## src/rtl/jtcop_vram_arb_pkg.sv

```systemverilog
// rtl/jtcop_vram_arb_pkg.sv - shared constants, FSM encoding and round-robin helper for the VRAM arbiter
package jtcop_arb_pkg;

    localparam int NSLOTS   = 4;
    localparam int SDRAM_AW = 22;

    typedef enum logic [1:0] {
        ST_IDLE     = 2'd0,
        ST_WAIT_ACK = 2'd1,
        ST_WAIT_DST = 2'd2,
        ST_WAIT_RDY = 2'd3
    } arb_state_t;

    typedef struct packed {
        logic       found;
        logic [1:0] idx;
    } rr_pick_t;

    // First pending slot searching upward from last+1, wrapping mod 4; the
    // last granted slot itself is considered only after the other three.
    function automatic rr_pick_t rr_pick(input logic [NSLOTS-1:0] pend, input logic [1:0] last);
        rr_pick_t   r;
        logic [1:0] c;
        r = '0;
        for (int i = NSLOTS; i >= 1; i--) begin
            c = last + 2'(i);
            if (pend[c]) begin
                r.found = 1'b1;
                r.idx   = c;
            end
        end
        return r;
    endfunction

endpackage

```

## src/rtl/jtcop_vram_arb_if.sv

```systemverilog
// rtl/jtcop_vram_arb_if.sv - SDRAM request/response bus between the arbiter and the memory controller
interface jtcop_vram_arb_if;
    import jtcop_arb_pkg::*;

    logic [SDRAM_AW-1:0] sdram_addr;
    logic                sdram_rd;
    logic                sdram_wr;
    logic [15:0]         data_write;
    logic [1:0]          sdram_wrmask;
    logic                sdram_ack;
    logic                data_dst;
    logic                data_rdy;
    logic [15:0]         data_read;

    modport master (
        output sdram_addr, sdram_rd, sdram_wr, data_write, sdram_wrmask,
        input  sdram_ack, data_dst, data_rdy, data_read
    );

    modport slave (
        input  sdram_addr, sdram_rd, sdram_wr, data_write, sdram_wrmask,
        output sdram_ack, data_dst, data_rdy, data_read
    );

endinterface

```

## src/rtl/jtcop_slot_cache.sv

```systemverilog
// rtl/jtcop_slot_cache.sv - one-word tag/data/valid cache with hit compare and registered ok
module jtcop_slot_cache #(
    parameter int AW = 12
) (
    input  logic          clk,
    input  logic          rst_n,
    input  logic          rd_en,
    input  logic [AW-1:0] addr,
    input  logic          clr,
    input  logic          fill_dst,
    input  logic          fill_rdy,
    input  logic [AW-1:0] fill_tag,
    input  logic [15:0]   fill_data,
    input  logic          wr_upd,
    input  logic [15:0]   wr_data,
    input  logic [1:0]    wr_mask,
    input  logic          wr_ok,
    output logic [15:0]   dout,
    output logic          hit,
    output logic          ok
);

    logic [AW-1:0] tag_q, tag_d;
    logic [15:0]   data_q, data_d;
    logic          valid_q, valid_d;
    logic          ok_q, ok_d;

    assign hit  = rd_en & valid_q & (tag_q == addr);
    assign dout = data_q;
    assign ok   = ok_q;

    // Next cache contents; data lands on dst but only becomes valid on rdy,
    // and ok is registered from the post-update hit so it rises right after rdy.
    always_comb begin
        tag_d   = tag_q;
        data_d  = data_q;
        valid_d = valid_q;
        if (fill_dst) begin
            tag_d   = fill_tag;
            data_d  = fill_data;
            valid_d = 1'b0;
        end
        if (fill_rdy) begin
            valid_d = 1'b1;
        end
        if (wr_upd && valid_q && (tag_q == fill_tag)) begin
            data_d[7:0]  = wr_mask[0] ? data_q[7:0]  : wr_data[7:0];
            data_d[15:8] = wr_mask[1] ? data_q[15:8] : wr_data[15:8];
        end
        if (clr) begin
            valid_d = 1'b0;
        end
        ok_d = (rd_en & valid_d & (tag_d == addr)) | wr_ok;
    end

    // Cache state registers.
    always_ff @(posedge clk or negedge rst_n) begin
        if (!rst_n) begin
            tag_q   <= '0;
            data_q  <= '0;
            valid_q <= 1'b0;
            ok_q    <= 1'b0;
        end else begin
            tag_q   <= tag_d;
            data_q  <= data_d;
            valid_q <= valid_d;
            ok_q    <= ok_d;
        end
    end

endmodule

```

## src/rtl/jtcop_vram_arb.sv

```systemverilog
// rtl/jtcop_vram_arb.sv - four-slot round-robin SDRAM arbiter with one-word per-slot caches
module jtcop_vram_arb
    import jtcop_arb_pkg::*;
#(
    parameter int SLOT0_AW = 15,
    parameter int SLOTN_AW = 12
) (
    input  logic                clk,
    input  logic                rst_n,
    input  logic                slot0_cs,
    input  logic                slot1_cs,
    input  logic                slot2_cs,
    input  logic                slot3_cs,
    input  logic [SLOT0_AW-1:0] slot0_addr,
    input  logic [SLOTN_AW-1:0] slot1_addr,
    input  logic [SLOTN_AW-1:0] slot2_addr,
    input  logic [SLOTN_AW-1:0] slot3_addr,
    input  logic [SDRAM_AW-1:0] offset0,
    input  logic [SDRAM_AW-1:0] offset1,
    input  logic [SDRAM_AW-1:0] offset2,
    input  logic [SDRAM_AW-1:0] offset3,
    input  logic                slot0_wen,
    input  logic [15:0]         slot0_din,
    input  logic [1:0]          slot0_wrmask,
    input  logic                slot0_clr,
    input  logic                slot1_clr,
    input  logic                slot2_clr,
    input  logic                slot3_clr,
    output logic [15:0]         slot0_dout,
    output logic [15:0]         slot1_dout,
    output logic [15:0]         slot2_dout,
    output logic [15:0]         slot3_dout,
    output logic                slot0_ok,
    output logic                slot1_ok,
    output logic                slot2_ok,
    output logic                slot3_ok,
    jtcop_vram_arb_if.master    sdram
);

    localparam int LAW = (SLOT0_AW > SLOTN_AW) ? SLOT0_AW : SLOTN_AW;

    logic [NSLOTS-1:0]   cs_v, clr_v, hit, pend, fill_dst, fill_rdy;
    logic [LAW-1:0]      addr_v [NSLOTS];
    logic [SDRAM_AW-1:0] offs_v [NSLOTS];
    rr_pick_t            pick;
    logic                wr_cpl;

    arb_state_t          state_q, state_d;
    logic [1:0]          last_q, last_d;
    logic [1:0]          gnt_q, gnt_d;
    logic                is_wr_q, is_wr_d;
    logic [LAW-1:0]      lat_addr_q, lat_addr_d;
    logic                discard_q, discard_d;
    logic                wr_done_q, wr_done_d;
    logic [SLOT0_AW-1:0] wr_addr_q, wr_addr_d;
    logic [SDRAM_AW-1:0] sdram_addr_q, sdram_addr_d;
    logic                rd_q, rd_d;
    logic                wr_q, wr_d;
    logic [15:0]         data_write_q, data_write_d;
    logic [1:0]          wrmask_q, wrmask_d;

    assign sdram.sdram_addr   = sdram_addr_q;
    assign sdram.sdram_rd     = rd_q;
    assign sdram.sdram_wr     = wr_q;
    assign sdram.data_write   = data_write_q;
    assign sdram.sdram_wrmask = wrmask_q;

    // Gather the per-slot inputs into indexable vectors.
    always_comb begin
        cs_v      = {slot3_cs, slot2_cs, slot1_cs, slot0_cs};
        clr_v     = {slot3_clr, slot2_clr, slot1_clr, slot0_clr};
        addr_v[0] = LAW'(slot0_addr);
        addr_v[1] = LAW'(slot1_addr);
        addr_v[2] = LAW'(slot2_addr);
        addr_v[3] = LAW'(slot3_addr);
        offs_v[0] = offset0;
        offs_v[1] = offset1;
        offs_v[2] = offset2;
        offs_v[3] = offset3;
    end

    // Arbiter FSM next state: grant, request hold, fill and write completion.
    always_comb begin
        state_d      = state_q;
        last_d       = last_q;
        gnt_d        = gnt_q;
        is_wr_d      = is_wr_q;
        lat_addr_d   = lat_addr_q;
        discard_d    = discard_q;
        wr_done_d    = wr_done_q;
        wr_addr_d    = wr_addr_q;
        sdram_addr_d = sdram_addr_q;
        rd_d         = rd_q;
        wr_d         = wr_q;
        data_write_d = data_write_q;
        wrmask_d     = wrmask_q;
        fill_dst     = '0;
        fill_rdy     = '0;
        wr_cpl       = 1'b0;

        pend    = cs_v & ~hit;
        pend[0] = slot0_wen ? (slot0_cs & ~wr_done_q) : (slot0_cs & ~hit[0]);
        pick    = rr_pick(pend, last_q);

        // A completed write is remembered only while the same access is held.
        if (!slot0_cs || (slot0_addr != wr_addr_q)) begin
            wr_done_d = 1'b0;
        end
        // Invalidate of the slot being served: its fill must not become valid.
        if ((state_q != ST_IDLE) && clr_v[gnt_q]) begin
            discard_d = 1'b1;
        end

        case (state_q)
            ST_IDLE: begin
                if (pick.found) begin
                    gnt_d        = pick.idx;
                    last_d       = pick.idx;
                    lat_addr_d   = addr_v[pick.idx];
                    discard_d    = 1'b0;
                    sdram_addr_d = offs_v[pick.idx] + SDRAM_AW'(addr_v[pick.idx]);
                    if ((pick.idx == 2'd0) && slot0_wen) begin
                        wr_d         = 1'b1;
                        is_wr_d      = 1'b1;
                        data_write_d = slot0_din;
                        wrmask_d     = slot0_wrmask;
                    end else begin
                        rd_d    = 1'b1;
                        is_wr_d = 1'b0;
                    end
                    state_d = ST_WAIT_ACK;
                end
            end
            ST_WAIT_ACK: begin
                if (sdram.sdram_ack) begin
                    rd_d    = 1'b0;
                    wr_d    = 1'b0;
                    state_d = is_wr_q ? ST_WAIT_RDY : ST_WAIT_DST;
                end
            end
            ST_WAIT_DST: begin
                if (sdram.data_dst) begin
                    fill_dst[gnt_q] = 1'b1;
                    state_d         = ST_WAIT_RDY;
                end
            end
            ST_WAIT_RDY: begin
                if (sdram.data_rdy) begin
                    state_d = ST_IDLE;
                    if (is_wr_q) begin
                        wr_cpl    = 1'b1;
                        wr_done_d = 1'b1;
                        wr_addr_d = lat_addr_q[SLOT0_AW-1:0];
                    end else if (!discard_d) begin
                        fill_rdy[gnt_q] = 1'b1;
                    end
                end
            end
            default: state_d = ST_IDLE;
        endcase
    end

    // Arbiter state registers; reset aborts any transaction in flight.
    always_ff @(posedge clk or negedge rst_n) begin
        if (!rst_n) begin
            state_q      <= ST_IDLE;
            last_q       <= 2'd3;
            gnt_q        <= 2'd0;
            is_wr_q      <= 1'b0;
            lat_addr_q   <= '0;
            discard_q    <= 1'b0;
            wr_done_q    <= 1'b0;
            wr_addr_q    <= '0;
            sdram_addr_q <= '0;
            rd_q         <= 1'b0;
            wr_q         <= 1'b0;
            data_write_q <= '0;
            wrmask_q     <= 2'b11;
        end else begin
            state_q      <= state_d;
            last_q       <= last_d;
            gnt_q        <= gnt_d;
            is_wr_q      <= is_wr_d;
            lat_addr_q   <= lat_addr_d;
            discard_q    <= discard_d;
            wr_done_q    <= wr_done_d;
            wr_addr_q    <= wr_addr_d;
            sdram_addr_q <= sdram_addr_d;
            rd_q         <= rd_d;
            wr_q         <= wr_d;
            data_write_q <= data_write_d;
            wrmask_q     <= wrmask_d;
        end
    end

    jtcop_slot_cache #(.AW(SLOT0_AW)) u_cache0 (
        .clk(clk), .rst_n(rst_n), .rd_en(slot0_cs & ~slot0_wen), .addr(slot0_addr),
        .clr(slot0_clr), .fill_dst(fill_dst[0]), .fill_rdy(fill_rdy[0]),
        .fill_tag(lat_addr_q[SLOT0_AW-1:0]), .fill_data(sdram.data_read),
        .wr_upd(wr_cpl), .wr_data(data_write_q), .wr_mask(wrmask_q),
        .wr_ok(wr_cpl & slot0_cs & slot0_wen),
        .dout(slot0_dout), .hit(hit[0]), .ok(slot0_ok)
    );

    jtcop_slot_cache #(.AW(SLOTN_AW)) u_cache1 (
        .clk(clk), .rst_n(rst_n), .rd_en(slot1_cs), .addr(slot1_addr),
        .clr(slot1_clr), .fill_dst(fill_dst[1]), .fill_rdy(fill_rdy[1]),
        .fill_tag(lat_addr_q[SLOTN_AW-1:0]), .fill_data(sdram.data_read),
        .wr_upd(1'b0), .wr_data(16'h0000), .wr_mask(2'b11), .wr_ok(1'b0),
        .dout(slot1_dout), .hit(hit[1]), .ok(slot1_ok)
    );

    jtcop_slot_cache #(.AW(SLOTN_AW)) u_cache2 (
        .clk(clk), .rst_n(rst_n), .rd_en(slot2_cs), .addr(slot2_addr),
        .clr(slot2_clr), .fill_dst(fill_dst[2]), .fill_rdy(fill_rdy[2]),
        .fill_tag(lat_addr_q[SLOTN_AW-1:0]), .fill_data(sdram.data_read),
        .wr_upd(1'b0), .wr_data(16'h0000), .wr_mask(2'b11), .wr_ok(1'b0),
        .dout(slot2_dout), .hit(hit[2]), .ok(slot2_ok)
    );

    jtcop_slot_cache #(.AW(SLOTN_AW)) u_cache3 (
        .clk(clk), .rst_n(rst_n), .rd_en(slot3_cs), .addr(slot3_addr),
        .clr(slot3_clr), .fill_dst(fill_dst[3]), .fill_rdy(fill_rdy[3]),
        .fill_tag(lat_addr_q[SLOTN_AW-1:0]), .fill_data(sdram.data_read),
        .wr_upd(1'b0), .wr_data(16'h0000), .wr_mask(2'b11), .wr_ok(1'b0),
        .dout(slot3_dout), .hit(hit[3]), .ok(slot3_ok)
    );

endmodule

```

## src/flat_wrapper.sv

```systemverilog
// flat-port wrapper written by rule: the top's interface ports become plain ports
module jtcop_vram_arb_flat import jtcop_arb_pkg::*;
#(
    parameter int SLOT0_AW = 15,
    parameter int SLOTN_AW = 12
)
  (clk, rst_n, slot0_cs, slot1_cs, slot2_cs, slot3_cs, slot0_addr, slot1_addr, slot2_addr, slot3_addr, offset0, offset1, offset2, offset3, slot0_wen, slot0_din, slot0_wrmask, slot0_clr, slot1_clr, slot2_clr, slot3_clr, slot0_dout, slot1_dout, slot2_dout, slot3_dout, slot0_ok, slot1_ok, slot2_ok, slot3_ok, sdram_sdram_addr, sdram_sdram_rd, sdram_sdram_wr, sdram_data_write, sdram_sdram_wrmask, sdram_sdram_ack, sdram_data_dst, sdram_data_rdy, sdram_data_read);
  jtcop_vram_arb_if sdram_i ();
  input  logic clk;
  input  logic rst_n;
  input  logic slot0_cs;
  input  logic slot1_cs;
  input  logic slot2_cs;
  input  logic slot3_cs;
  input  logic [SLOT0_AW-1:0] slot0_addr;
  input  logic [SLOTN_AW-1:0] slot1_addr;
  input  logic [SLOTN_AW-1:0] slot2_addr;
  input  logic [SLOTN_AW-1:0] slot3_addr;
  input  logic [SDRAM_AW-1:0] offset0;
  input  logic [SDRAM_AW-1:0] offset1;
  input  logic [SDRAM_AW-1:0] offset2;
  input  logic [SDRAM_AW-1:0] offset3;
  input  logic slot0_wen;
  input  logic [15:0] slot0_din;
  input  logic [1:0] slot0_wrmask;
  input  logic slot0_clr;
  input  logic slot1_clr;
  input  logic slot2_clr;
  input  logic slot3_clr;
  output logic [15:0] slot0_dout;
  output logic [15:0] slot1_dout;
  output logic [15:0] slot2_dout;
  output logic [15:0] slot3_dout;
  output logic slot0_ok;
  output logic slot1_ok;
  output logic slot2_ok;
  output logic slot3_ok;
  output wire logic [$bits(sdram_i.sdram_addr)-1:0] sdram_sdram_addr;
  output wire logic [$bits(sdram_i.sdram_rd)-1:0] sdram_sdram_rd;
  output wire logic [$bits(sdram_i.sdram_wr)-1:0] sdram_sdram_wr;
  output wire logic [$bits(sdram_i.data_write)-1:0] sdram_data_write;
  output wire logic [$bits(sdram_i.sdram_wrmask)-1:0] sdram_sdram_wrmask;
  input wire logic [$bits(sdram_i.sdram_ack)-1:0] sdram_sdram_ack;
  input wire logic [$bits(sdram_i.data_dst)-1:0] sdram_data_dst;
  input wire logic [$bits(sdram_i.data_rdy)-1:0] sdram_data_rdy;
  input wire logic [$bits(sdram_i.data_read)-1:0] sdram_data_read;
  assign sdram_sdram_addr = sdram_i.sdram_addr;
  assign sdram_sdram_rd = sdram_i.sdram_rd;
  assign sdram_sdram_wr = sdram_i.sdram_wr;
  assign sdram_data_write = sdram_i.data_write;
  assign sdram_sdram_wrmask = sdram_i.sdram_wrmask;
  assign sdram_i.sdram_ack = sdram_sdram_ack;
  assign sdram_i.data_dst = sdram_data_dst;
  assign sdram_i.data_rdy = sdram_data_rdy;
  assign sdram_i.data_read = sdram_data_read;
  jtcop_vram_arb #(.SLOT0_AW(SLOT0_AW), .SLOTN_AW(SLOTN_AW)) u_core (.clk(clk), .rst_n(rst_n), .slot0_cs(slot0_cs), .slot1_cs(slot1_cs), .slot2_cs(slot2_cs), .slot3_cs(slot3_cs), .slot0_addr(slot0_addr), .slot1_addr(slot1_addr), .slot2_addr(slot2_addr), .slot3_addr(slot3_addr), .offset0(offset0), .offset1(offset1), .offset2(offset2), .offset3(offset3), .slot0_wen(slot0_wen), .slot0_din(slot0_din), .slot0_wrmask(slot0_wrmask), .slot0_clr(slot0_clr), .slot1_clr(slot1_clr), .slot2_clr(slot2_clr), .slot3_clr(slot3_clr), .slot0_dout(slot0_dout), .slot1_dout(slot1_dout), .slot2_dout(slot2_dout), .slot3_dout(slot3_dout), .slot0_ok(slot0_ok), .slot1_ok(slot1_ok), .slot2_ok(slot2_ok), .slot3_ok(slot3_ok), .sdram(sdram_i));
endmodule
```

## config.mk

```make
export PLATFORM = sky130hd
export DESIGN_NAME = jtcop_vram_arb_flat
export DESIGN_NICKNAME = d
export VERILOG_FILES = /design/src/rtl/jtcop_vram_arb_pkg.sv /design/src/rtl/jtcop_vram_arb_if.sv /design/src/rtl/jtcop_slot_cache.sv /design/src/rtl/jtcop_vram_arb.sv /design/src/flat_wrapper.sv
export SDC_FILE = /design/constraint.sdc
export NUM_CORES = 1
export LEC_CHECK = 0
export ABC_CLOCK_PERIOD_IN_PS = 6500
export CAP_MARGIN = 20
export CORE_AREA = 2 2 170 172
export CTS_CLUSTER_DIAMETER = 60
export DETAILED_ROUTE_END_ITERATION = 10
export DIE_AREA = 0 0 172 174
export PLACE_DENSITY = 0.78
export SLEW_MARGIN = 0
export SYNTH_ARGS = -nofsm -noshare
export SYNTH_HDL_FRONTEND = slang
export SYNTH_HIERARCHICAL = 1
export SYNTH_SLANG_ARGS = --single-unit
```

## constraint.sdc

```tcl
create_clock -name clk -period 6.5 [get_ports clk]
set_input_delay 1.95 -clock clk [delete_from_list [all_inputs] [get_ports clk]]
set_output_delay 1.95 -clock clk [all_outputs]
set_load 0.05 [all_outputs]
```

==> reports/results.tsv, run 1 <==
stage	metric	value	unit
setup_path	Startpoint Class	primary input	
clock_network	Clock Latency Late Sink	0.53	ns
global_route	largest net degree at the start of global routing	104	
floorplan	FP Rows	62	
sta	Slew @ Worst Pin	1.02	ns
floorplan	Die X	172	um
floorplan	I/O Pins	297	
global_route	gr ovfl total	0	
setup_path	worst reg-to-reg setup slack	1.35	ns
run	Max-Cap Viols	0	
yosys	Synth async-reset ratio	1.00	
yosys	sequential fraction of the synthesis area	0.392	
yosys	cell area after synthesis	0.0130	sq mm
setup_path	reg2reg path depth	22	
sta	final setup vio count	0	
layout	share of cells above drive strength 1	0.211	
power	Leakage	8.20	nW
clock_network	CTS buffer count	25	
routing	DRC viols	0	
routing	DR pass1 iterations	8	
global_route	vias in the first global route	12383	
sta	Max-slew headroom	0.318	
setup_path	Crit Path Class	primary input to flip-flop	
sta	Clock Skew	0.0235	ns
layout	area delta synth->final	45.1	%
setup_path	WP data required	6.90	ns
sta	min Tclk post-route	6.41	ns
routing	Post-Route WL	46700	um
power	PD cells	536	mW/mm^2
outcome	status	finished, final reports clean	
worst_hold_path	Worst Hold Class	flip-flop to flip-flop	
yosys	number of synthesized flops with an enable pin	0	
yosys	Synth Register Bits	204	
routing	DR WL/cell	21.4	um
global_route	total track usage	0.305	
sta	Fmax	156	MHz
clock_network	CTS sink cnt	204	
clock_network	clk slew on worst S/H paths	0.06	ns
setup_path	RR Startpoint	u_core/u_cache1/tag_q[4]$_DFF_PN0_	
global_route	first-pass GRT wire length	70100	um
setup_path	Worst EP arrival	6.81	ns
routing	Detail Route Antenna Nets	0	
routing	drt via density	5.58	
clock_network	CTS tree	built	
setup_path	crit end category	flip-flop	
placed_design	DP Wirelength	36100	um
floorplan	Initial Util	0.462	
global_route	initial antenna violation count	3	
yosys	Mapped Cells	1263	
placed_design	placed insts	2126	
floorplan	Core ar.	0.0282	sq mm
yosys	dominant synthesized flop cell	dfrtp_1	
layout	commonest non-fill, non-tap cell in the layout	clkdlybuf4s50_1	
routing	DR vias	12181	
clock_network	CTS root buf	clkbuf_16	
floorplan	Vert. Die Dim	174	um
layout	most frequent cells in the layout	clkdlybuf4s50_1 (261), dfrtp_1 (200), nand2_1 (141)	
yosys	synth unique cells	75	
sta	hold_ws	0.478	ns
clock_network	H-tree depth	1	
sta	fin. max-slew vios	0	
layout	Layout Nets	1983	
power	worst vdd ir	230	uV
layout	Finished Layout Cells	2183	
setup_path	worst setup path end	u_core/sdram.sdram_addr[17]$_DFFE_PN0P_	
routing	drt first-iter violations	908	
setup_path	reg2reg end	u_core/sdram.sdram_addr[17]$_DFFE_PN0P_	
setup_path	largest fanout on the critical path	7	
yosys	Synth Area per Inst	10.3	sq um
yosys	yosys warns	6	
sta	Fin. Hold Viols	0	
placed_design	Routability Congestion	0.942	
power	PnR Total Power	10.2	mW
setup_path	CP Launch Point	slot0_addr[11]	
clock_network	Max Root-Sink Buffers	3	
sta	period utilization	0.987	
layout	final-layout fill cell count	2240	
floorplan	Die Area	0.0299	sq mm
placed_design	# port buffers	296	
[worst min path at each step]
stage                                       startpoint                                       to  slack (ns)  cells past startpoint
2_1_floorplan               u_core/discard_q$_DFF_PN0_               u_core/discard_q$_DFF_PN0_        0.46                      2
3_5_place_dp    u_core/sdram.sdram_addr[8]$_DFFE_PN0P_   u_core/sdram.sdram_addr[8]$_DFFE_PN0P_        0.47                      2
4_1_cts         u_core/sdram.sdram_addr[8]$_DFFE_PN0P_   u_core/sdram.sdram_addr[8]$_DFFE_PN0P_        0.48                      2
5_1_grt         u_core/sdram.sdram_addr[0]$_DFFE_PN0P_   u_core/sdram.sdram_addr[0]$_DFFE_PN0P_        0.52                      2
3_3_place_gp   u_core/sdram.sdram_addr[12]$_DFFE_PN0P_  u_core/sdram.sdram_addr[12]$_DFFE_PN0P_        0.47                      2
6_report        u_core/sdram.sdram_addr[8]$_DFFE_PN0P_   u_core/sdram.sdram_addr[8]$_DFFE_PN0P_        0.48                      2
[final cells by class]
class	instances	area, sq um	area share
clock inverter	9	110	0.00582
sequential	204	5110	0.270
inverter	18	67.6	0.00357
multi-input combinational	1095	8330	0.440
antenna	2	5.00	0.000264
tap	384	480	0.0254
clock buffer	35	703	0.0371
timing repair buffer	436	4120	0.218
[worst max-delay path, cell delays in order]
cell and delay (ns):
clkdlybuf4s50_1 0.52, xor2_1 0.19, nor2_1 0.07, nand4_1 0.11, nor4_2 0.06, buf_4 0.15, mux2i_4 0.24, nand2_1 0.13
buf_4 0.15, and3_1 0.21, nor2_4 0.24, buf_4 0.17, a31oi_2 0.12, ha_1 0.31, a21o_1 0.16, a21oi_4 0.08
nor2b_1 0.11, o32a_1 0.16, a32oi_1 0.10, maj3_2 0.34, a221o_1 0.39, o211a_1 0.30, or2_4 0.26, o311a_1 0.29
[flip-flops by register name, indices dropped and copies added, names as in the netlist, 2 cells and up]
register and count:
u_core/sdram.sdram_addr 22, u_core/sdram.data_write 16, u_core/u_cache0/dout 16, u_core/u_cache1/dout 16, u_core/u_cache2/dout 16, u_core/u_cache3/dout 16, u_core/lat_addr_q 15, u_core/u_cache0/tag_q 15
u_core/wr_addr_q 15, u_core/u_cache1/tag_q 12, u_core/u_cache2/tag_q 12, u_core/u_cache3/tag_q 12, u_core/gnt_q 2, u_core/last_q 2, u_core/sdram.sdram_wrmask 2, u_core/state_q 2
[repair_timing]
action / 4_1_cts / 5_1_grt
hold buffers: 0 / 0
resized for setup: 1 / 65
buffers inserted: 0 / 8
endpoints found under the setup margin: 6 / 16
pin swaps: 3 / 31
gates cloned: 2 / 0
[per-stage QoR]
step	setup WS, ns	util	cell area (sq um)	TNS, ns
floorplan	-0.0567	-	13700	-0.124
global placement	-0.577	0.629	17800	-6.41
detailed placement	-0.596	0.629	17800	-7.13
CTS	-0.00725	0.658	18600	-0.00850
global route	-0.0367	0.670	18900	-0.0533
finish	0.0870	0.670	18900	0
[power by group]
part,internal (mW),switching (mW)
Sequential,1.87,0.680
Clock,0.833,0.561
Combinational,2.71,3.51
[cell usage after synthesis (all sizes together), types with 3 or more instances]
| library cell | number | area [sq um] |
|---|---|---|
| a21oi | 25 | 125 |
| o21ai | 38 | 190 |
| mux2i | 78 | 781 |
| dfrtp | 200 | 5000 |
| xor2 | 56 | 490 |
| a221oi | 4 | 35.0 |
| a31oi | 25 | 156 |
| o211ai | 5 | 37.5 |
| a22oi | 4 | 30.0 |
| o22ai | 5 | 31.3 |
| a211oi | 5 | 37.5 |
| xnor2 | 132 | 1160 |
| a31o | 3 | 26.3 |
| o211a | 3 | 30.0 |
| o31ai | 3 | 22.5 |
| a21o | 7 | 52.6 |
| nor3 | 9 | 45.0 |
| a21boi | 3 | 22.5 |
| mux2 | 102 | 1150 |
| nor2 | 34 | 135 |
| nand2b | 12 | 75.1 |
| clkbuf | 27 | 101 |
| and3 | 28 | 175 |
| o21bai | 4 | 30.0 |
| inv | 18 | 67.6 |
| or3b | 49 | 432 |
| o221a | 48 | 541 |
| buf | 27 | 185 |
| maj3 | 6 | 61.3 |
| or3 | 3 | 18.8 |
| nand2 | 143 | 537 |
| ha | 15 | 188 |
| nand3 | 41 | 205 |
| nand4 | 36 | 225 |
| dfstp | 4 | 105 |
| nor2b | 4 | 25.0 |
| nor4 | 23 | 204 |
| or2 | 3 | 21.3 |
[logic make-up (layout without fill, tap and decap cells)]
family,count (synthesis),after routing,share of synthesized area
fa+ha+maj,22,22,0.0206
compound gates,198,198,0.116
other cells,2,110,0.000576
simple gates,396,398,0.168
flops,204,204,0.392
xor+xnor,188,188,0.126
mux,181,181,0.150
buf+inv,72,498,0.0271
[layer usage]
| layer | routed length, um | up-vias | part of all wire | GRT usage |
|---|---|---|---|---|
| met5 | 0 | - | 0 | 0 |
| met3 | 3550 | 128 | 0.076 | 0.0615 |
| met2 | 22400 | 544 | 0.48 | 0.515 |
| met4 | 2140 | 0 | 0.046 | 0.121 |
| met1 | 18700 | 5932 | 0.40 | 0.381 |
| li1 | - | 5577 | - | - |
Note: power is estimated with default switching activity, not from simulation.
==> inputs of run 2 (changes only) <==
--- a/config.mk
+++ b/config.mk
@@ -5,13 +5,15 @@
 export SDC_FILE = /design/constraint.sdc
 export NUM_CORES = 1
 export LEC_CHECK = 0
+export ABC_AREA = 1
 export ABC_CLOCK_PERIOD_IN_PS = 6500
 export CAP_MARGIN = 20
-export CORE_AREA = 2 2 170 172
+export CORE_AREA = 2 2 182 184
 export CTS_CLUSTER_DIAMETER = 60
 export DETAILED_ROUTE_END_ITERATION = 10
-export DIE_AREA = 0 0 172 174
-export PLACE_DENSITY = 0.78
+export DIE_AREA = 0 0 184 186
+export GPL_TIMING_DRIVEN = 0
+export PLACE_DENSITY = 0.76
 export SLEW_MARGIN = 0
 export SYNTH_ARGS = -nofsm -noshare
 export SYNTH_HDL_FRONTEND = slang
==> run 2 against run 1 <==
Compared with the run above: flip-flop and latch count did not move; area after synthesis rose by 15%; worst hold slack got worse by 0.00085 ns; non-clock buffer count fell by 72; first-iteration DRC count rose by 63%; worst setup slack improved by 0.15 ns; synthesized cell count rose by 74%; final cell count rose by 38%; clock skew rose by 0.0048 ns; register-to-register slack improved by 0.23 ns; count of clock-buffer cells in the layout fell by 2; utilization fell by 5.4 points.
==> reports/results.tsv, run 2 <==
stage	metric	value	unit
layout	Layout Nets	2787	
run	Max-Cap Viols	0	
outcome	status	finished, final reports clean	
setup_path	Worst EP arrival	6.69	ns
setup_path	RR Startpoint	u_core/u_cache0/tag_q[4]$_DFF_PN0_	
yosys	cell area after synthesis	0.0150	sq mm
yosys	most instantiated cells after synthesis	nand2_1 (812), nand3_1 (256), inv_1 (207)	
global_route	gr ovfl total	0	
yosys	main combinational cell family by area after synthesis	simple AND/OR/NAND/NOR gates	
yosys	post-synthesis xor/xnor area fraction	0.0421	
clock_network	CTS buffer count	28	
yosys	Simple-Gate Fraction of Synth Area	0.408	
setup_path	largest fanout on the critical path	10	
sta	final setup vio count	0	
routing	DR vias	16143	
floorplan	Core ar.	0.0322	sq mm
setup_path	Slowest-stage cell, CP	clkdlybuf4s50_1	
floorplan	Die X	184	um
layout	share of cells above drive strength 1	0.109	
yosys	sequential fraction of the synthesis area	0.341	
floorplan	Die Area	0.0342	sq mm
setup_path	Most common cell on crit path	nand3_1	
yosys	top-count cell post-synth	nand2_1	
setup_path	worst setup path end	u_core/sdram.sdram_addr[20]$_DFFE_PN0P_	
placed_design	Routability Congestion	0.998	
yosys	post-synthesis adder-cell area fraction	0.0139	
global_route	total track usage	0.304	
yosys	synth unique cells	57	
sta	Max-slew headroom	0.419	
sta	min Tclk post-route	6.27	ns
global_route	first-pass GRT wire length	81300	um
setup_path	Startpoint Class	primary input	
routing	drt via density	5.36	
sta	period utilization	0.964	
worst_hold_path	Worst Hold Class	flip-flop to flip-flop	
global_route	largest net degree at the start of global routing	122	
yosys	number of synthesized flops with an enable pin	0	
routing	Post-Route WL	52900	um
routing	drt first-iter violations	1476	
layout	max reg flops	22	
yosys	area leader, netlist	dfrtp_1	
sta	Fin. Hold Viols	0	
setup_path	worst reg-to-reg setup slack	1.58	ns
sta	Fmax	160	MHz
yosys	Mapped Cells	2202	
setup_path	CP Launch Point	slot0_wen	
clock_network	hold bufs inserted after CTS	0	
clock_network	clk slew on worst S/H paths	0.05	ns
global_route	initial antenna violation count	1	
layout	area delta synth->final	32.6	%
setup_path	reg2reg end	u_core/sdram.sdram_addr[20]$_DFFE_PN0P_	
clock_network	CTS tree	built	
floorplan	Initial Util	0.465	
yosys	Synth async-reset ratio	1.00	
layout	n_diodes	0	
yosys	Synth Register Bits	204	
global_route	vias in the first global route	15118	
routing	DR WL/cell	17.5	um
floorplan	FP Rows	66	
placed_design	Placed Area	0.0187	sq mm
clock_network	CTS sink cnt	204	
routing	DRC viols	0	
yosys	mux contribution to synthesized area	0.0158	
yosys	yosys warns	6	
yosys	Synth Area per Inst	6.80	sq um
routing	Detail Route Antenna Nets	0	
clock_network	postcts setup bufs	0	
setup_path	Crit Path Class	primary input to flip-flop	
layout	most frequent cells in the layout	nand2_1 (812), clkdlybuf4s50_1 (262), nand3_1 (255)	
placed_design	DP Wirelength	40700	um
worst_hold_path	Hold Crit Start	u_core/sdram.sdram_addr[1]$_DFFE_PN0P_	
worst_hold_path	WHS Path Cells	2	
yosys	dominant cells by area after synthesis	dfrtp_1 (33%), nand2_1 (20%), nand3_1 (8.6%)	
yosys	Yosys top cell area share	0.334	
layout	final-layout fill cell count	2953	
layout	post-route cell area	0.0199	sq mm
floorplan	I/O Pins	297	
setup_path	crit end category	flip-flop	
clock_network	Max Root-Sink Buffers	3	
yosys	Compound-Gate Fraction of Synth Area	0.0843	
setup_path	WP data required	6.92	ns
clock_network	CTS root buf	clkbuf_16	
setup_path	Max stage delay on crit path	0.49	ns
clock_network	H-tree depth	1	
sta	Clock Skew	0.0283	ns
floorplan	Vert. Die Dim	186	um
clock_network	Clock Latency Late Sink	0.56	ns
yosys	dominant synthesized flop cell	dfrtp_1	
layout	commonest non-fill, non-tap cell in the layout	nand2_1	
sta	Slew @ Worst Pin	0.865	ns
placed_design	# port buffers	296	
setup_path	reg2reg path depth	31	
routing	DR pass1 iterations	5	
sta	fin. max-slew vios	0	
run 2: cell count changes in the layout (fill, tap and decap cells not counted), moves of 28 or more:
cell     before  now
nand3_1      37  255
conb_1      108   60
buf_4       137   11
mux2i_1      77    0
inv_2         0   39
or3b_1       30    0
nand2_2       3   31
nor2_1       31  131
o221a_1      30    0
inv_1        18  207
o21ai_0      37  140
xnor2_1     125   36
nand2_1     141  812
mux2_2       88    9
run 2: logic make-up (layout without fill, tap and decap cells):
| group | after synthesis | after routing |
|---|---|---|
| multiplexers | 18 | 18 |
| AO/OA/AOI/OAI | 227 | 227 |
| AND/OR/NAND/NOR | 1344 | 1344 |
| flip-flops | 204 | 204 |
| other | 2 | 60 |
| buffers and inverters | 319 | 665 |
| adder cells (fa/ha/maj) | 16 | 16 |
| XOR/XNOR | 72 | 72 |
run 2: worst min path at each step:
stage,end,slack [ns]
detailed placement,u_core/sdram.sdram_addr[13]$_DFFE_PN0P_,0.47
global placement,u_core/sdram.sdram_addr[1]$_DFFE_PN0P_,0.46
global route,u_core/sdram.sdram_addr[10]$_DFFE_PN0P_,0.51
finish,u_core/sdram.sdram_addr[1]$_DFFE_PN0P_,0.48
CTS,u_core/sdram.sdram_addr[12]$_DFFE_PN0P_,0.48
floorplan,u_core/wr_addr_q[3]$_DFFE_PN0P_,0.46
run 2: worst max-delay path, delay by kind of cell:
kind,cells,cell delay (ns)
AO/OA/AOI/OAI,4,0.72
adder cells (fa/ha/maj),2,0.53
buffers and inverters,7,1.35
AND/OR/NAND/NOR,20,2.10
run 2: metal layers:
metal  GRT usage  up-vias  routed length (um)
met1       0.384     7470               21400
met5           0        -                  13
met4       0.118        2                1980
met3      0.0454      121                4440
li1            -     7753                   -
met2       0.525      797               25000
run 2: what timing repair did:
item / CTS / global route
pin swaps: 0 / 4
endpoints found under the setup margin: 19 / 16
resized for setup: 20 / 52
endpoints found under the hold margin: 0 / 0
run 2: per-stage QoR:
stage	TNS [ns]	util	worst slack, ns	hold slack, ns	cells
detailed placement	-20.96	0.581	-1.27	0.470	2965
CTS	0	0.612	0.00366	0.484	3015
finish	0	0.617	0.233	0.477	3014
global placement	-1106.91	0.580	-5.40	0.459	2964
floorplan	0	-	0.886	0.456	2260
global route	-0.00484	0.617	-0.00484	0.509	3014
run 2: area by class of cell:
cell class,instances,area [sq um],share of cell area
Buffer,67,493,0.0248
Clock buffer,33,771,0.0388
Clock inverter,19,249,0.0125
Inverter,249,940,0.0473
Multi-Input combinational cell,1737,8750,0.441
Sequential cell,204,5110,0.257
Tap cell,408,510,0.0257
Timing Repair Buffer,297,3040,0.153
Power of run 2 is not shown: default switching activity piles up to over one toggle a cycle in this logic, so the estimate is an artifact.
==> inputs of run 3 (changes only) <==
--- a/config.mk
+++ b/config.mk
@@ -14,6 +14,7 @@
 export DIE_AREA = 0 0 184 186
 export GPL_TIMING_DRIVEN = 0
 export PLACE_DENSITY = 0.76
+export SKIP_CTS_REPAIR_TIMING = 1
 export SLEW_MARGIN = 0
 export SYNTH_ARGS = -nofsm -noshare
 export SYNTH_HDL_FRONTEND = slang
==> run 3 against run 2 <==
Compared with the run above: utilization up 0.058 points; wire length increased by 0.51%; register-to-register slack better by 0.04 ns; flip-flop and latch count unchanged; worst hold slack barely moved; non-clock buffer count grew 1; fmax grew 1.3%; final cell count is essentially flat; clock skew is 0.0040 ns higher; count of clock-buffer cells in the layout did not move; largest cell class unchanged; highest routed layer unchanged.
==> reports/results.tsv, run 3 (synthesis gave the netlist of run 2 again) <==
stage	metric	value	unit
routing	DR WL/cell	17.6	um
global_route	initial antenna violation count	1	
layout	n_diodes	0	
sta	Fmax	162	MHz
sta	Slew @ Worst Pin	0.897	ns
floorplan	FP Rows	66	
routing	Detail Route Antenna Nets	0	
setup_path	Max stage delay on crit path	0.59	ns
floorplan	Die X	184	um
layout	max reg flops	22	
setup_path	Worst EP arrival	6.60	ns
clock_network	CTS buffer count	28	
sta	period utilization	0.951	
routing	DR vias	16102	
setup_path	largest fanout on the critical path	10	
global_route	first-pass GRT wire length	81500	um
floorplan	Vert. Die Dim	186	um
setup_path	Crit Path Class	primary input to flip-flop	
clock_network	Clock Latency Late Sink	0.56	ns
routing	Post-Route WL	53100	um
layout	most frequent cells in the layout	nand2_1 (812), clkdlybuf4s50_1 (264), nand3_1 (255)	
clock_network	CTS tree	built	
setup_path	Most common cell on crit path	nand2_1	
layout	Layout Utilization	0.617	
layout	Layout Nets	2788	
placed_design	# port buffers	296	
sta	min Tclk post-route	6.18	ns
clock_network	CTS root buf	clkbuf_16	
global_route	largest net degree at the start of global routing	122	
layout	share of cells above drive strength 1	0.108	
clock_network	CTS sink cnt	204	
sta	Clock Skew	0.0323	ns
sta	Max-slew headroom	0.397	
floorplan	Core ar.	0.0322	sq mm
global_route	gr ovfl total	0	
worst_hold_path	Worst Hold Class	flip-flop to flip-flop	
clock_network	H-tree depth	1	
sta	Fin. Hold Viols	0	
clock_network	clk slew on worst S/H paths	0.05	ns
sta	RSZ-0062 raised after global routing	false	
floorplan	I/O Pins	297	
routing	drt via density	5.34	
outcome	status	finished, final reports clean	
sta	fin. max-slew vios	0	
routing	drt first-iter violations	1390	
setup_path	WP data required	6.92	ns
global_route	total track usage	0.305	
routing	DR pass1 iterations	6	
floorplan	Die Area	0.0342	sq mm
placed_design	Routability Congestion	0.998	
routing	DRC viols	0	
run	Max-Cap Viols	0	
floorplan	Initial Util	0.465	
global_route	vias in the first global route	15106	
layout	final-layout fill cell count	2944	
layout	commonest non-fill, non-tap cell in the layout	nand2_1	
setup_path	Startpoint Class	primary input	
placed_design	DP Wirelength	40700	um
setup_path	worst reg-to-reg setup slack	1.62	ns
layout	area delta synth->final	32.8	%
setup_path	crit end category	flip-flop	
clock_network	Max Root-Sink Buffers	3	
sta	final setup vio count	0	
setup_path	Slowest-stage cell, CP	clkdlybuf4s50_1	
## run 3: cell count changes in the layout (fill, tap and decap cells not counted), moves of 2 or more
cell             previous run  this run
dlygate4sd2_1               6         0
dlymetal6s2s_1             24        29
buf_2                      21        19
buf_4                      11        13
clkbuf_4                    4         6
clkdlybuf4s50_1           262       264
## run 3: layer usage
metal  track usage  vias up  routed length [um]
met5             0        -                  13
met4         0.113        2                2040
met3        0.0430      119                4350
met2         0.530      772               25100
met1         0.386     7463               21600
li1              -     7746                   -
## run 3: worst paths after layout
check | startpoint | end | depth (start not counted)
min reg2reg | u_core/sdram.sdram_addr[1]$_DFFE_PN0P_ | u_core/sdram.sdram_addr[1]$_DFFE_PN0P_ | 2
max | slot2_addr[11] | u_core/sdram.sdram_addr[20]$_DFFE_PN0P_ | 34
min | u_core/sdram.sdram_addr[1]$_DFFE_PN0P_ | u_core/sdram.sdram_addr[1]$_DFFE_PN0P_ | 2
max in group asynchronous | rst_n | u_core/u_cache0/tag_q[13]$_DFF_PN0_ | 2
max reg2reg | u_core/u_cache0/tag_q[4]$_DFF_PN0_ | u_core/sdram.sdram_addr[20]$_DFFE_PN0P_ | 31
min in group asynchronous | rst_n | u_core/u_cache2/dout[10]$_DFFE_PN0P_ | 1
## run 3: final cells by class
type                       count  area, sq um  share of cell area
sequential                   204         5110               0.257
multi-input combinational   1737         8740               0.439
clock buffer                  33          771              0.0388
clock inverter                19          249              0.0125
buffer                        68          505              0.0254
inverter                     249          940              0.0473
tap                          408          510              0.0257
timing repair buffer         297         3060               0.154
## run 3: stage by stage
stage	hold slack (ns)	setup slack, ns	setup TNS [ns]	instance area [sq um]	std cells
2_1_floorplan	0.456	0.886	0	15200	2260
3_3_place_gp	0.459	-5.40	-1106.91	18700	2964
3_5_place_dp	0.470	-1.27	-20.96	18700	2965
4_1_cts	0.484	-0.716	-9.42	19700	3017
5_1_grt	0.509	0.0161	0	19900	3015
6_report	0.477	0.316	0	19900	3015
## run 3: worst max-delay path: cells and delay by family
| kind | cells | cell delay, ns |
|---|---|---|
| buffers and inverters | 8 | 1.47 |
| adders and majority gates | 2 | 0.63 |
| AOI/OAI and AO/OA | 6 | 1.05 |
| and+or+nand+nor | 18 | 1.48 |
Power of run 3 is left out for the same reason.
